==> src/rtl/wb_pipe_reg.sv <==
// MEM/WB pipeline register: valid/ready handshake, flush and gated write enables.
// Define WB_PIPE_SKID_EN for the 2-entry skid build with a registered in_ready.
module wb_pipe_reg #(
  parameter int PC_W  = 32,
  parameter int XLEN  = 32,
  parameter int IDX_W = 5,
  parameter int NCH   = 2
) (
  input  logic                  clk,
  input  logic                  rst,
  input  logic                  flush,
  input  logic                  in_valid,
  output logic                  in_ready,
  input  logic [PC_W-1:0]       in_pc,
  input  logic [NCH*IDX_W-1:0]  in_rd_idx,
  input  logic [NCH-1:0]        in_rd_en,
  input  logic [NCH*XLEN-1:0]   in_rd_wdata,
  output logic                  out_valid,
  input  logic                  out_ready,
  output logic [PC_W-1:0]       out_pc,
  output logic [NCH*IDX_W-1:0]  out_rd_idx,
  output logic [NCH-1:0]        out_rd_en,
  output logic [NCH*XLEN-1:0]   out_rd_wdata
);

  localparam int PW = PC_W + NCH*IDX_W + NCH + NCH*XLEN;

  logic          m_vld_q, m_vld_d;
  logic [PW-1:0] m_pay_q, m_pay_d;
  logic [PW-1:0] in_pay;
  logic [NCH-1:0] m_en;
  logic          acc, fire;

  assign in_pay = {in_pc, in_rd_idx, in_rd_en, in_rd_wdata};
  assign {out_pc, out_rd_idx, m_en, out_rd_wdata} = m_pay_q;
  assign out_valid = m_vld_q;
  assign out_rd_en = m_en & {NCH{m_vld_q}};
  assign acc  = in_valid && in_ready;
  assign fire = m_vld_q && out_ready;

`ifdef WB_PIPE_SKID_EN
  logic          s_vld_q, s_vld_d;
  logic [PW-1:0] s_pay_q, s_pay_d;

  assign in_ready = !s_vld_q;

  always_comb begin
    m_vld_d = m_vld_q;
    m_pay_d = m_pay_q;
    s_vld_d = s_vld_q;
    s_pay_d = s_pay_q;
    if (flush) begin
      m_vld_d = 1'b0;
      s_vld_d = 1'b0;
    end else if (!m_vld_q) begin
      if (acc) begin
        m_vld_d = 1'b1;
        m_pay_d = in_pay;
      end
    end else if (fire) begin
      // a full skid entry always goes next; in_ready is low then
      if (s_vld_q) begin
        m_pay_d = s_pay_q;
        s_vld_d = 1'b0;
      end else if (acc) begin
        m_pay_d = in_pay;
      end else begin
        m_vld_d = 1'b0;
      end
    end else if (acc) begin
      s_vld_d = 1'b1;
      s_pay_d = in_pay;
    end
  end

  always_ff @(posedge clk) begin
    if (rst) begin
      s_vld_q <= 1'b0;
      s_pay_q <= '0;
    end else begin
      s_vld_q <= s_vld_d;
      s_pay_q <= s_pay_d;
    end
  end
`else
  assign in_ready = !m_vld_q || out_ready;

  always_comb begin
    m_vld_d = m_vld_q;
    m_pay_d = m_pay_q;
    if (flush) begin
      m_vld_d = 1'b0;
    end else if (acc) begin
      m_vld_d = 1'b1;
      m_pay_d = in_pay;
    end else if (fire) begin
      m_vld_d = 1'b0;
    end
  end
`endif

  always_ff @(posedge clk) begin
    if (rst) begin
      m_vld_q <= 1'b0;
      m_pay_q <= '0;
    end else begin
      m_vld_q <= m_vld_d;
      m_pay_q <= m_pay_d;
    end
  end

endmodule
==> config.mk <==
export PLATFORM = sky130hd
export DESIGN_NAME = wb_pipe_reg
export DESIGN_NICKNAME = d
export VERILOG_FILES = /design/src/rtl/wb_pipe_reg.sv
export SDC_FILE = /design/constraint.sdc
export NUM_CORES = 1
export LEC_CHECK = 0
export BUFFER_PORTS_ARGS = -buffer_cell sky130_fd_sc_hd__buf_2
export CORE_UTILIZATION = 53
export DETAILED_ROUTE_END_ITERATION = 10
export GPL_ROUTABILITY_DRIVEN = 1
export PLACE_DENSITY = 0.86
export SLEW_MARGIN = 20
export SYNTH_ARGS = -nofsm -noshare
export SYNTH_HDL_FRONTEND = slang
export SYNTH_SLANG_ARGS = --single-unit
==> constraint.sdc <==
create_clock -name clk -period 3.2 [get_ports clk]
set_input_delay 0.32 -clock clk [delete_from_list [all_inputs] [get_ports clk]]
set_output_delay 0.32 -clock clk [all_outputs]
set_load 0.05 [all_outputs]
; Word-level counts from Yosys, hierarchy flattened
; Index checks and enable logic that the tools add are counted.
[word_totals]
regBits = 109
in_bits = 113
output_inout_bits = 110
elab_cells = 13
[op_classes]
muxes = 2
bitwise_logic = 2
n_reduce_logical = 7
[ops]
columns = operator, count
row1 = 2-bit bitwise AND, 1
row2 = 1-bit logical AND, 2
row3 = 1-bit 2-to-1 mux, 2
row4 = 2-bit AND reduction, 1
row5 = 2-bit nonzero test, 1
row6 = 2-bit OR reduction, 1
row7 = 1-bit logical NOT, 1
row8 = 1-bit logical OR, 1
row9 = 1-bit inverter, 1

; Longest topological paths before layout
[depth]
word_depth = 4
ltp_mapped = 6
mapped_depth_nobuf = 3

; Worst setup path after synthesis
; No wires, ideal clock.
[synth_timing]
path_type = register to register
from = reg m_vld_q, in the netlist out_valid
to = reg m_pay_q[78]
setup_time_ns = 0.119
arrival_time_ns = 1.486
t_required_ns = 3.081
slack_ns = 1.595
path_stages_with_launch = 7
path_buffers = 3
synth_period_minus_slack_ns = 1.605
cell_sequence = dfxtp_1 > nor2b_4 > nor3b_2 > buf_4 > buf_6 > buf_8 > mux2i_1
[synth_via]
elab_chain_len = 4
[synth_lines]
columns = element, line_no
row1 = "start, declared", 28  ; logic m_vld_q, m_vld_d;
row2 = "start signal, assigned", 107  ; m_vld_q <= m_vld_d;
row3 = 1-bit logical NOT, 86  ; assign in_ready = !m_vld_q || out_ready;
row4 = 1-bit logical OR, 86
row5 = 1-bit logical AND, 38  ; assign acc = in_valid && in_ready;
row6 = 2-bit AND reduction (no source line), --
row7 = "end signal, assigned", 108  ; m_pay_q <= m_pay_d;
row8 = "end, declared", 29  ; logic [PW-1:0] m_pay_q, m_pay_d;
; Every way passes these cells.
; A chain may end at the register's enable or synchronous reset.

; Final worst setup path
[layout_timing]
from = reg m_vld_q, in the netlist out_valid
to = reg m_pay_q[105]
; The elaborated chain is that of the path after synthesis.

==> impl_results.md <==
- Critical path origin: out_valid
- Width of the die: 105 um
- Fmax: 0.521 GHz
- Core ar.: 10300 um^2
- Post-Synthesis Net Count: 695
- Required @ worst endpoint: 3.48 ns
- Reg2reg start: out_valid
- Clock Power Share: 26.7%
- HP Start: flush
- Vias/cell: 4.66
- RSZ-0062 raised after global routing: no
- Peak supply drop: 0.234 mV
- Most frequent cells in the layout: buf_2 (221), nand2b_1 (216), dfxtp_1 (109), mux2i_1 (108), clkbuf_8 (10)
- Ant. Diodes: 0
- Clk slew on worst S/H paths: 0.09 ns
- GP Congestion: 0.777
- CP Launch Type: register
- Switch Pwr: 0.000891 W
- Final Hold Viols: 0
- Critical path peak fanout: 29
- Longest Clk Path Bufs: 2
- Slew @ Worst Pin: 0.919 ns
- Layout Skew: 0.0126 ns
- Slew headroom: between 30% and 40%
- Endpoint class of the critical path: register
- Number of global-route vias before repair: 3841
- Total negative slack: 0 ns
- Pleak: 2.88 nW
- Sw Share: 31.3%
- Total gr overflow: 0
- Die height: about 110 um
- Worst Path Arrival: 2.19 ns
- Setup Buffers After CTS: 0
- Routed WL per cell: 12.6 um
- CTS tree: done
- Final HPWL DP: 7.58 mm
- CTS H-Tree Depth: 3
- Synth Warn #: 0
- Crit share post-route: 60.0%
- Synth area leaders: dfxtp_1 (39%), nand2b_1 (24%), mux2i_1 (19%), buf_4 (15%), clkbuf_1 (1.5%)
- CTS resizes: 0
- Hold Crit Class: in -> reg
- Routed Antenna Nets: 0
- Cell Area, Synth: 5660 um^2
- Clock sink count: roughly 110
- Hold_buf cts: 0
- Global-route wire length before repair: ~17 mm
- IO buf count: between 200 and 250
- IO Count: 223
- Syn Area/Cell: just under 10 um^2
- Share of the synthesized area in the top cell type: about two fifths
- P_int: 0.00195 W
- Initial Util: 54.9%
- DRT Wirelength: 10.4 mm
- 1st-iter DRT viols: 200
- Drt pass-1 iters: 4
- Largest net degree at the start of global routing: 124
- Setup Crit Path Kind: reg -> reg
- Period minus WS final: 1.92 ns
- Nets@finish: approximately 800
- Synth Register Bits: 109
- Sequential power share: between 50% and 60%
- Leading area contributor after synthesis: dfxtp_1
- Initial antenna violation count: 0
- Row Count: 37
- Clock Latency Late Sink: approximately 0.37 ns
- Seq/Total Area, Yosys: approximately two fifths
- Post-route cell area: roughly 6200 um^2
- Post-synthesis cell type count: 14
- DP Area: roughly 6100 um^2
- Most common cell after layout, fill and taps aside: buf_2
- Run status: finished clean
- Area grow syn2layout: 10.2%
- Share of cells above drive strength 1: 36.1%
- Residual DRC: 0
- Cell Pwr Density: 456 nW/um^2
- Setup violators final: 0
- CTS Root Cell: clkbuf_8
- Slew Viols, Final: 0
- TritonCTS Buffers: 9
- Max Cap Violations: 0
- Synth Instances: 582
- Total GRT Usage: 18.7%
- Via Count: roughly 3800
- Combinational group share of total power: 21.9%
- Area of the die: 11100 um^2
## cell type report
cell class | instances | area (um^2)
Sequential cell | 109 | 2180
Clock buffer | 11 | 141
Multi-Input combinational cell | 330 | 2490
Clock inverter | 5 | 36.3
Timing Repair Buffer | 231 | 1220
Tap cell | 136 | 170
Inverter | 1 | 3.75
Fill cell | 865 | 4090
## kinds of logic after synthesis
group	after synthesis	share of synthesized area (%)
mux	108	19.1
simple gates	222	24.7
buf+inv	143	17.7
flops	109	38.5
## stage by stage
stage                     instances  utilization [%]  setup WS (ns)  total power, W  hold WS [ns]
after global routing            823             60.4           1.14         0.00298         0.151
after detailed placement        807             58.7           1.26         0.00212         0.458
after global placement          807             58.7           1.33         0.00210         0.454
final                           823             60.4           1.28         0.00284         0.173
after CTS                       823             60.4           1.24         0.00288         0.148
after floorplan                 582                -           1.60         0.00204         0.399
## synthesized netlist by cell type
master	n
inv_1	1
nor2_1	1
mux2i_1	108
buf_6	1
nand2b_1	216
nor3b_2	1
buf_2	2
dfxtp_1	109
nor3_1	1
buf_8	2
nor2b_4	1
and2_1	2
buf_4	115
clkbuf_1	22
## final timing paths
check	to	slack [ns]	depth (start not counted)
worst max register to register	m_pay_q[105]	1.28	4
worst min-delay path	out_valid	0.17	2
worst min register to register	m_pay_q[80]	0.47	2
worst max-delay path	m_pay_q[105]	1.28	4
## metal layers
layer / track usage (%) / part of all wire (%) / vias up
met4: 9.05 / 2.1 / 0
met3: 4.89 / 7.9 / 16
met5: 0 / 0 / -
met2: 33.2 / 48 / 150
li1: - / - / 1932
met1: 20.8 / 42 / 1739
## sequential cells by signal, indices dropped and copies added (netlist names)
name	cells
out_valid	1
m_pay_q	108
## power groups by stage
stage / Combinational (W) / Clock (W) / Sequential [W]
detailed placement: 0.000626 / 0 / 0.00149
CTS: 0.000628 / 0.000792 / 0.00146
global placement: 0.000613 / 0 / 0.00149
floorplan: 0.000555 / 0 / 0.00149
finish: 0.000622 / 0.000758 / 0.00146
global route: 0.000659 / 0.000848 / 0.00147
## worst max-delay path: stages, from the launching register on
cell and delay [ns]:
dfxtp_1 0.34, nor2b_4 0.14, nor3b_4 0.75, buf_12 0.31, mux2i_1 0.28
(Power assumes the default switching activity.)
